File: src/rtl/mips_divider.sv
// ============================================================================
// Module   : mips_divider
// Brief    : Multi-cycle radix-2 restoring divider for MIPS DIV/DIVU (LO=quotient, HI=remainder).
// Revision : 1.0
// ============================================================================
`default_nettype none

module mips_divider #(
  parameter int WIDTH = 32
) (
  input  logic             clk,
  input  logic             reset,
  input  logic             start,
  input  logic             is_signed,
  input  logic [WIDTH-1:0] dividend,
  input  logic [WIDTH-1:0] divisor,
  output logic             busy,
  output logic             done,
  output logic [WIDTH-1:0] quotient,
  output logic [WIDTH-1:0] remainder,
  output logic             div_by_zero
);

  localparam int c_CNT_W = (WIDTH > 1) ? $clog2(WIDTH) : 1;

  typedef enum logic [1:0] {
    S_IDLE = 2'd0,
    S_CALC = 2'd1,
    S_SIGN = 2'd2,
    S_DONE = 2'd3
  } state_t;

  state_t r_state;
  state_t w_state_nxt;

  logic [WIDTH-1:0]   r_rem;
  logic [WIDTH-1:0]   r_quo;
  logic [WIDTH-1:0]   r_div;
  logic [WIDTH-1:0]   r_dividend;
  logic [c_CNT_W-1:0] r_count;
  logic               r_neg_quo;
  logic               r_neg_rem;
  logic               r_zero;
  logic [WIDTH-1:0]   r_quotient;
  logic [WIDTH-1:0]   r_remainder;
  logic               r_dbz;

  logic             w_dd_neg;
  logic             w_dv_neg;
  logic [WIDTH-1:0] w_dd_abs;
  logic [WIDTH-1:0] w_dv_abs;
  logic [WIDTH:0]   w_shift;
  logic [WIDTH:0]   w_diff;
  logic             w_borrow;

  // Operand magnitudes; the most-negative value maps onto 2^(WIDTH-1) as unsigned.
  assign w_dd_neg = is_signed & dividend[WIDTH-1];
  assign w_dv_neg = is_signed & divisor[WIDTH-1];
  assign w_dd_abs = w_dd_neg ? -dividend : dividend;
  assign w_dv_abs = w_dv_neg ? -divisor  : divisor;

  // Quotient register doubles as the dividend shift register.
  assign w_shift  = {r_rem, r_quo[WIDTH-1]};
  assign w_diff   = w_shift - {1'b0, r_div};
  assign w_borrow = w_diff[WIDTH];

  always_ff @(posedge clk) begin
    if (reset) begin
      r_state <= S_IDLE;
    end else begin
      r_state <= w_state_nxt;
    end
  end

  always_comb begin
    w_state_nxt = r_state;
    case (r_state)
      S_IDLE:  if (start) w_state_nxt = S_CALC;
      S_CALC:  if (r_count == '0) w_state_nxt = S_SIGN;
      S_SIGN:  w_state_nxt = S_DONE;
      S_DONE:  w_state_nxt = S_IDLE;
      default: w_state_nxt = S_IDLE;
    endcase
  end

  always_ff @(posedge clk) begin
    if (reset) begin
      r_rem       <= '0;
      r_quo       <= '0;
      r_div       <= '0;
      r_dividend  <= '0;
      r_count     <= '0;
      r_neg_quo   <= 1'b0;
      r_neg_rem   <= 1'b0;
      r_zero      <= 1'b0;
      r_quotient  <= '0;
      r_remainder <= '0;
      r_dbz       <= 1'b0;
    end else begin
      case (r_state)
        S_IDLE: begin
          if (start) begin
            r_rem      <= '0;
            r_quo      <= w_dd_abs;
            r_div      <= w_dv_abs;
            r_dividend <= dividend;
            r_count    <= c_CNT_W'(WIDTH - 1);
            r_neg_quo  <= w_dd_neg ^ w_dv_neg;
            r_neg_rem  <= w_dd_neg;
            r_zero     <= (divisor == '0);
          end
        end
        S_CALC: begin
          r_rem   <= w_borrow ? w_shift[WIDTH-1:0] : w_diff[WIDTH-1:0];
          r_quo   <= {r_quo[WIDTH-2:0], ~w_borrow};
          r_count <= r_count - c_CNT_W'(1);
        end
        S_SIGN: begin
          // Divide-by-zero reports the raw dividend with no sign fixup.
          if (r_zero) begin
            r_quotient  <= '1;
            r_remainder <= r_dividend;
            r_dbz       <= 1'b1;
          end else begin
            r_quotient  <= r_neg_quo ? -r_quo : r_quo;
            r_remainder <= r_neg_rem ? -r_rem : r_rem;
            r_dbz       <= 1'b0;
          end
        end
        default: begin
        end
      endcase
    end
  end

  assign busy        = (r_state != S_IDLE);
  assign done        = (r_state == S_DONE);
  assign quotient    = r_quotient;
  assign remainder   = r_remainder;
  assign div_by_zero = r_dbz;

endmodule

`default_nettype wire

File: config.mk
export PLATFORM = sky130hd
export DESIGN_NAME = mips_divider
export DESIGN_NICKNAME = d
export VERILOG_FILES = /design/src/rtl/mips_divider.sv
export SDC_FILE = /design/constraint.sdc
export NUM_CORES = 1
export LEC_CHECK = 0
export CAP_MARGIN = 0
export CORE_UTILIZATION = 50
export CTS_BUF_LIST = sky130_fd_sc_hd__clkbuf_4 sky130_fd_sc_hd__clkbuf_8
export DETAILED_ROUTE_END_ITERATION = 8
export GPL_TIMING_DRIVEN = 0
export PLACE_DENSITY = 0.7
export SLEW_MARGIN = 0
export SYNTH_ARGS = -nofsm -noshare
export SYNTH_HDL_FRONTEND = slang
export SYNTH_SLANG_ARGS = --single-unit
export TNS_END_PERCENT = 50
File: constraint.sdc
create_clock -name clk -period 4.9 [get_ports clk]
set_input_delay 1.225 -clock clk [delete_from_list [all_inputs] [get_ports clk]]
set_output_delay 1.225 -clock clk [all_outputs]
set_load 0.005 [all_outputs]
==> Word-level counts from Yosys, hierarchy flattened <==
Cells that the tools add are included.
W data, S select, Z words.
{ "word_totals": {"wordCells": 52, "input_bits": 68, "out_inout_bits": 67, "register_bits": 203} }
{ "classes": {"mux": 17, "bitwise_logic": 4, "addsub": 6, "n_reduce_logical": 8, "eq_ne": 5} }
{ "op_table": {"columns": ["op", "n"], "rows": [
  ["$mux W32", 9],
  ["$neg A32 Y32", 4],
  ["$pmux W32 S2", 2],
  ["$sub A33 B32 Y33", 1],
  ["$logic_not A32 Y1", 1],
  ["$pmux W5 S2", 1],
  ["$pmux W2 S4", 1],
  ["$reduce_and A2 Y1", 3],
  ["$logic_not A5 Y1", 1],
  ["$mux W5", 1],
  ["$sub A5 B1 Y5 const B", 1],
  ["$eq A2 B2 Y1 const B", 2],
  ["$mux W2", 2],
  ["$ne A2 B2 Y1 const B", 2],
  ["$reduce_bool A2 Y1", 2],
  ["$and A1 B1 Y1", 2],
  ["$eq A2 B1 Y1 const B", 1],
  ["$logic_not A2 Y1", 1],
  ["$mux W1", 1],
  ["$not A1 Y1", 1],
  ["$xor A1 B1 Y1", 1]
]} }

==> Logic depth before layout (Yosys ltp) <==
Gate-level depths: netlist (run 1).
{ "logic_depth": {"depth_word": 4, "depth_mapped": 15} }

==> Worst setup path before layout (run 1) <==
Ideal clock, no wire load.
{ "synth_path": {"path_kind": "input -> register", "startpoint": "input port dividend[6]", "endpoint": "register r_quo[29]", "path_buffers": 0, "path_slack_ns": 0.863, "path_stages": 10, "arrival_time_ns": 3.967, "setup_time_ns": 0.070, "cell_sequence": "or4_1 nor3_1 or4b_2 or3_1 nor4_1 a31oi_1 xnor2_1 o21ai_0 nand2_1 a21oi_1"} }
{ "synth_between": {"elab_chain_cells": 4} }
{ "synth_lines": {"columns": ["item", "line", "text"], "rows": [
  ["start, declared", "15", "input logic [WIDTH-1:0] dividend,"],
  ["$neg A32 Y32", "59", "assign w_dd_abs = w_dd_neg ? -dividend : dividend;"],
  ["$mux W32", "59", null],
  ["$mux W32", "102", "if (start) begin"],
  ["$pmux W32 S2", "100", "case (r_state)"],
  ["end signal, assigned", "104", "r_quo <= w_dd_abs;"],
  ["end signal, assigned", "115", "r_quo <= {r_quo[WIDTH-2:0], ~w_borrow};"],
  ["end, declared", "37", "logic [WIDTH-1:0] r_quo;"]
]} }
Every way passes these cells. The select of a mux whose other input is x is not followed.
A chain may end at the register's enable or synchronous reset.

==> Worst setup path after layout (run 1) <==
{ "layout_path": {"startpoint": "input port dividend[6]", "endpoint": "register r_quo[31]"} }
The elaborated chain is that of the path after synthesis.

==> results of run 1 <==
## per-layer routing
metal  up-vias  track usage  part of all wire
met5         -            0                 0
met3        66      0.04270             0.061
met4         0       0.1193             0.030
li1       5972            -                 -
met1      5785       0.4102              0.44
met2       397       0.5408              0.47
## cells by family (layout without fill, tap and decap cells)
logic type / after synthesis / count (layout) / share of synthesized area
XOR/XNOR: 143 / 143 / 0.1031
AND/OR/NAND/NOR: 570 / 570 / 0.2063
multiplexers: 39 / 39 / 0.03214
buffers and inverters: 155 / 354 / 0.04790
adder cells (fa/ha/maj): 43 / 43 / 0.04492
AO/OA/AOI/OAI: 454 / 454 / 0.2310
flip-flops: 203 / 203 / 0.3346
## critical path, delay by kind of cell
family / cells / cell delay, ns
AO/OA/AOI/OAI: 1 / 0.27
AND/OR/NAND/NOR: 8 / 3.07
buffers and inverters: 1 / 0.59
## final cells by class
cell class / count / area (um^2)
fillers: 2238 / 8950
multi-input cells: 1249 / 7500
flip-flops and latches: 203 / 4064
repair buffers: 134 / 1341
clock buffers: 57 / 709.4
well taps: 319 / 399.1
plain buffers: 102 / 382.9
inverters: 53 / 198.9
clock inverters: 8 / 67.56
## synthesized netlist by cell type (all sizes together), types with 18 or more instances
| cell | instances |
|---|---|
| o31ai | 31 |
| nor3 | 18 |
| mux2i | 39 |
| a21o | 18 |
| clkbuf | 90 |
| nand2 | 260 |
| inv | 53 |
| or4 | 18 |
| ha | 42 |
| a211oi | 63 |
| a21oi | 128 |
| or3 | 22 |
| nor2 | 179 |
| xor2 | 109 |
| dfxtp | 203 |
| o21ai | 143 |
| xnor2 | 34 |
## report_power, final
part / internal, mW / total [mW] / leakage [nW] / switching, mW
clock: 0.974 / 1.72 / 0.416 / 0.741
sequential: 2.01 / 2.33 / 1.66 / 0.327
combinational: 1.09 / 2.79 / 3.40 / 1.70
## worst max-delay path by stage
stage,startpoint,cells past startpoint,end
floorplan,dividend[6],10,r_quo[29]
global placement,dividend[6],10,r_quo[31]
CTS,dividend[6],10,r_quo[31]
finish,dividend[6],10,r_quo[31]
detailed placement,dividend[6],10,r_quo[31]
global route,dividend[6],10,r_quo[31]
## registers in the layout, summed over array words and instances, names as in the netlist
register / cells
r_zero: 1
quotient: 32
div_by_zero: 1
r_quo: 32
r_rem: 32
r_div: 32
r_state: 2
r_neg_quo: 1
r_dividend: 32
r_count: 5
remainder: 32
r_neg_rem: 1
## through the flow
| step | cells | total power [mW] | worst slack (ns) | instance area, um^2 |
|---|---|---|---|---|
| floorplan | 1607 | 4.143 | 0.8627 | 12150 |
| global placement | 2060 | 5.059 | -0.2256 | 13890 |
| detailed placement | 2060 | 5.106 | -0.2379 | 13890 |
| CTS | 2125 | 6.812 | 0.2800 | 14660 |
| global route | 2125 | 7.256 | 0.04063 | 14660 |
| finish | 2125 | 6.836 | 0.1705 | 14660 |
==> impl_metrics.tcl, run 1 <==
set metrics [dict create \
    tightest_slew_ns 1.205 \
    cp.arrival_ns 5.16 \
    cts_resized 0 \
    syn-num-nets 1718 \
    grt_util_all_layers 0.3189 \
    hpwl_mm 30.87 \
    synth_top_area_cell "dfxtp_1" \
    final_cell_mix "nand2_1, dfxtp_1, nor2_1" \
    whs_endpoint "r_dividend[30]" \
    cts.clk_slew.worst_paths_ns 0.06 \
    clock-skew-final_ns 0.01960 \
    drtAntennaViolNets 0 \
    leakagePower_nw 5.477 \
    cp_common_cell "nand3b_1" \
    cts_setup_buffers 0 \
    crit_type "input pin to flip-flop" \
    seq_area_frac_synth 0.3346 \
    finalSetupTns_ns 0 \
    power_density_mw_per_mm2 466.2 \
    drt_iter0_markers 887 \
    via_per_inst 5.751 \
    r2r_slack_ns 0.55 \
    setup_viol 0 \
    antenna_found_initial 0 \
    cts_buffer_depth 3 \
    fin_util 0.6210 \
    synth_cells 1607 \
    cts_root_buf "clkbuf_8" \
    status "finished, final reports clean" \
    cts_tree "done" \
    hold_ws_ns 0.4542 \
    die_w_um 157.9 \
    synthArstFlopShare 0 \
    gp_congestion 0.9689 \
    grt_pass1_wl_mm 60.91 \
    r2r-end "r_rem[23]" \
    clock_sinks 203 \
    io_pins 135 \
    fin_crit_sh 0.9652 \
    area_growth_syn_to_layout_pct 20.73 \
    syn-cell-area_mm2 0.01215 \
    drt_pass1_iterations 5 \
    overflow 0 \
    critPathLaunchType "input pin" \
    synth_edf_count 0 \
    final_common_cell "nand2_1" \
    reg2reg_depth 13 \
    core_mm2 0.02361 \
    critical-path-max-stage-delay_ns 0.66 \
    grt_pass1_vias 11380 \
    antennaDiodeCount 0 \
    netlist_top_cells_area "dfxtp_1, nand2_1, xor2_1" \
    required_ns 5.33 \
    cap_violations 0 \
    drc 0 \
    ir_worst_vdd_uv 253.4 \
    netlist.area_leader.share 0.3346 \
    cp_max_fo 6 \
    synth_area_per_cell_um2 7.558 \
    clock_latency_ns 0.54 \
    ys_ff_latch 203 \
    grt_setup_unrepaired "no" \
    layout_min_cycle_time_ns 4.730 \
    nNetsFinal 1891 \
    wl_per_cell_um 18.63 \
    rows 56 \
    cts_max_level 2 \
    cts_buffers 37 \
    grt_start_max_net_pins 11 \
    crit_chain "clkdlybuf4s50_1 -> or4_1 -> nor3_1 -> or4b_2 -> or3_1 -> nor4_1 -> nand3b_1 -> nand2_1 -> nand3b_1 -> a221oi_1" \
    slowest_stage "or4b_2" \
    vias 12220 \
    die_height_um 157.9 \
    synthFlopType "dfxtp_1" \
    relSlewSlack 0.1963 \
    holdCritStartpoint "r_dividend[30]" \
    yosys.cell_types.count 63 \
    min_delay_path_depth 2 \
    start_util 0.5144 \
    drive_gt1_frac 0.04540 \
    ys_warn_count 0 \
    hold_buffers 0 \
    hp-class "flip-flop to flip-flop" \
    timing.fmax_ghz 0.2114 \
    io_buffers 134 \
    reg2reg_from "r_rem[12]" \
    routed_wl_mm 39.59 \
    hold_violations 0 \
    dieArea_mm2 0.02492 \
    end_kind "flip-flop" \
    drv_slew 0 \
]
Note: power is estimated with default switching activity, not from simulation.
==> run 2: changes to the inputs <==
REMOVE_ABC_BUFFERS = 1   (was not set)
SKIP_LAST_GASP = 1   (was not set)
==> impl_metrics.tcl, run 2 (synthesis gave the netlist of run 1 again) <==
set metrics [dict create \
    overflow 0 \
    drv_slew 0 \
    layout_min_cycle_time_ns 4.524 \
    tightest_slew_ns 1.041 \
    drive_gt1_frac 0.05569 \
    drtAntennaViolNets 0 \
    cts_buffer_depth 3 \
    grt_pass1_vias 10180 \
    multiInputGateArea_mm2 0.007537 \
    cts_resized 0 \
    clock-skew-final_ns 0.02100 \
    dp.cells 1968 \
    status "finished, final reports clean" \
    fill_cells 2262 \
    wl_per_cell_um 14.86 \
    ir_worst_vdd_uv 246.3 \
    critical-path-max-stage-delay_ns 0.66 \
    rows 56 \
    hold_buffers 0 \
    cap_violations 0 \
    cts.clk_slew.worst_paths_ns 0.06 \
    start_util 0.5144 \
    cp_max_fo 6 \
    vias 11060 \
    clock_latency_ns 0.53 \
    finalSetupTns_ns 0 \
    worst-path-buf-inv 1 \
    drc 0 \
    cts_root_buf "clkbuf_8" \
    setup_viol 0 \
    post_dp_cell_area_mm2 0.01374 \
    critPathLaunchType "input pin" \
    grt_pass1_wl_mm 49.95 \
    leakagePower_nw 5.394 \
    hold_violations 0 \
    grt_start_max_net_pins 93 \
    cts_max_level 2 \
    area_growth_syn_to_layout_pct 18.70 \
    dieArea_mm2 0.02492 \
    die_height_um 157.9 \
    drt_pass1_iterations 5 \
    antennaDiodeCount 0 \
    seq_area_mm2 0.004065 \
    cts_buffers 37 \
    power_density_mw_per_mm2 447.9 \
    core_mm2 0.02361 \
    cts_tree "done" \
    routed_wl_mm 30.08 \
    relSlewSlack 0.3050 \
    cp.arrival_ns 4.97 \
    cts_setup_buffers 0 \
    crit_family "simple AND/OR/NAND/NOR gates" \
    hp-class "flip-flop to flip-flop" \
    timing.fmax_ghz 0.2211 \
    clock_sinks 203 \
    die_w_um 157.9 \
    gp_congestion 0.8406 \
    fin_area_mm2 0.01442 \
    final_cells 2025 \
    hpwl_mm 22.04 \
    via_per_inst 5.461 \
    io_pins 135 \
    nNetsFinal 1799 \
    antenna_found_initial 0 \
    io_buffers 134 \
    crit_chain "clkdlybuf4s50_1 -> or4_1 -> nor3_1 -> or4b_2 -> or3_1 -> nor4_1 -> a31oi_1 -> xnor2_1 -> o21ai_0 -> nand2_1 -> a21oi_1" \
    end_kind "flip-flop" \
    grt_util_all_layers 0.2467 \
    grt_setup_unrepaired "no" \
    fin_crit_sh 0.9232 \
    final_cell_mix "nand2_1, dfxtp_1, nor2_1" \
    final_common_cell "nand2_1" \
    slowest_stage "or4b_2" \
    crit_type "input pin to flip-flop" \
    drt_iter0_markers 667 \
    fin_util 0.6105 \
    required_ns 5.35 \
]
## run 2: final cells by class
class / instances / area share
Clock buffer: 51 / 0.04435
Clock inverter: 6 / 0.002430
Inverter: 53 / 0.01380
Multi-Input combinational cell: 1249 / 0.5228
Sequential cell: 203 / 0.2820
Tap cell: 319 / 0.02769
Timing Repair Buffer: 144 / 0.1069
## run 2: metal layers
layer / track usage / wire length [um] / share of wire
met5: 0 / 0 / 0
met4: 0.07305 / 663 / 0.022
met3: 0.03832 / 1443 / 0.048
met2: 0.4214 / 13980 / 0.46
met1: 0.3187 / 14000 / 0.47
## run 2: path summary, 6_finish.rpt
check	startpoint	endpoint	slack, ns	cells after the start
min reg2reg	r_div[26]	r_div[26]	0.45	2
max	dividend[6]	r_quo[29]	0.38	11
min	r_div[26]	r_div[26]	0.45	2
max reg2reg	r_quo[31]	r_rem[2]	0.55	15
## run 2: tightest hold or removal path: cells and delay by family (launching register included)
| kind | cells | cell delay (ns) |
|---|---|---|
| flip-flops | 1 | 0.30 |
| AND/OR/NAND/NOR | 1 | 0.05 |
| AO/OA/AOI/OAI | 1 | 0.05 |
## run 2: per-stage QoR
step | worst slack [ns] | power [mW] | hold WS [ns]
after CTS | 0.3810 | 6.516 | 0.4553
final | 0.3764 | 6.457 | 0.4530
after detailed placement | -0.1606 | 4.985 | 0.4466
after floorplan | -0.06718 | 4.078 | 0.4258
after global placement | -5.098 | 4.879 | 0.4416
after global routing | 0.1505 | 6.966 | 0.4730
## run 2: power breakdown
part	switching, mW	leakage [nW]	internal (mW)
sequential	0.315	1.66	2.01
combinational	1.50	3.38	1.12
clock	0.682	0.357	0.833
total	2.49	5.39	3.96
==> run 3: changes to the inputs <==
CORE_UTILIZATION = 59   (was 50)
PLACE_DENSITY = 0.81   (was 0.7)
==> impl_metrics.tcl, run 3 (synthesis gave the netlist of run 1 again) <==
set metrics [dict create \
    clock_latency_ns 0.53 \
    grt_util_all_layers 0.2742 \
    vias 11220 \
    drt_pass1_iterations 5 \
    grt_pass1_vias 10280 \
    dp.cells 1918 \
    dieArea_mm2 0.02116 \
    fin_total_pwr_mw 6.573 \
    overflow 0 \
    area_growth_syn_to_layout_pct 18.80 \
    io_pins 135 \
    grt_pass1_wl_mm 48.89 \
    io_buffers 134 \
    fill_cells 1655 \
    grt_setup_unrepaired "no" \
    die_height_um 145.5 \
    antenna_found_initial 0 \
    antennaDiodeCount 0 \
    fin_crit_sh 0.9224 \
    required_ns 5.30 \
    drt_iter0_markers 632 \
    post_dp_cell_area_mm2 0.01367 \
    leakagePower_nw 5.436 \
    cap_violations 0 \
    hold_ws_ns 0.4529 \
    hold_buffers 0 \
    timing.fmax_ghz 0.2212 \
    status "finished, final reports clean" \
    core_mm2 0.02023 \
    wl_per_cell_um 14.62 \
    cts_setup_buffers 0 \
    die_w_um 145.5 \
    gp_congestion 0.8723 \
    hpwl_mm 21.01 \
    cts_root_buf "clkbuf_8" \
    setup_viol 0 \
    final_cell_mix "nand2_1, dfxtp_1, nor2_1" \
    clock-skew-final_ns 0.01785 \
    cts_buffers 35 \
    nNetsFinal 1796 \
    clock_sinks 203 \
    drtAntennaViolNets 0 \
    cts.clk_slew.worst_paths_ns 0.06 \
    end_kind "flip-flop" \
    finalSetupTns_ns 0 \
    cp_max_fo 6 \
    cts_resized 0 \
    fin_util 0.7131 \
    via_per_inst 5.663 \
    fin_area_mm2 0.01443 \
    drive_gt1_frac 0.05845 \
    drc 0 \
    layout_min_cycle_time_ns 4.520 \
    hp-class "flip-flop to flip-flop" \
    final_cells 1981 \
    final_common_cell "nand2_1" \
    grt_start_max_net_pins 128 \
    rows 52 \
    crit_type "input pin to flip-flop" \
    hold_violations 0 \
    pre_cts_slack_ns -0.1083 \
    start_util 0.6002 \
    relSlewSlack 0.3036 \
    fin_ws_ns 0.3800 \
    cts_max_level 2 \
    routed_wl_mm 28.95 \
    cts_buffer_depth 3 \
    cp.arrival_ns 4.92 \
    critPathLaunchType "input pin" \
    cts_tree "done" \
    drv_slew 0 \
    power_density_mw_per_mm2 455.6 \
    ir_worst_vdd_uv 342.6 \
    tightest_slew_ns 1.043 \
]
## run 3: cell count changes in the layout (fill, tap and decap cells not counted), sizes merged
cell,delta
buf,-1
inv,+1
clkinv,-3
clkinvlp,-1
clkbuf,+9
## run 3: worst max-delay path, stage by stage
cell	delay, ns
clkdlybuf4s50_1	0.53
or4_1	0.62
nor3_1	0.25
or4b_2	0.66
or3_1	0.40
nor4_1	0.52
nand3b_1	0.17
nand2_1	0.10
nand3b_1	0.08
a221oi_1	0.35
## run 3: area by class of cell
cell class              instances  area [um^2]  area share
clock buffers                  60        738.2     0.05116
clock inverters                 3        21.27    0.001474
inverters                      53        198.9     0.01379
multi-input cells            1249         7537      0.5224
flip-flops and latches        203         4065      0.2817
well taps                     270        337.8     0.02341
repair buffers                143         1530      0.1061
## run 3: per-layer routing
metal | share of wire | track usage
met1 | 0.46 | 0.3577
met4 | 0.018 | 0.07316
met2 | 0.48 | 0.4750
met5 | 0 | 0
met3 | 0.045 | 0.03762
## run 3: final timing paths
path	slack [ns]	from	end	depth (start not counted)
setup / recovery	0.38	dividend[6]	r_quo[31]	10
hold / removal	0.45	r_div[31]	r_div[31]	2
setup reg to reg	0.63	r_quo[31]	r_quo[0]	15
hold reg to reg	0.45	r_div[31]	r_div[31]	2
## run 3: report_power, final
group / total [mW] / switching, mW / internal, mW
combinational: 2.63 / 1.50 / 1.13
sequential: 2.32 / 0.314 / 2.01
clock: 1.63 / 0.682 / 0.947
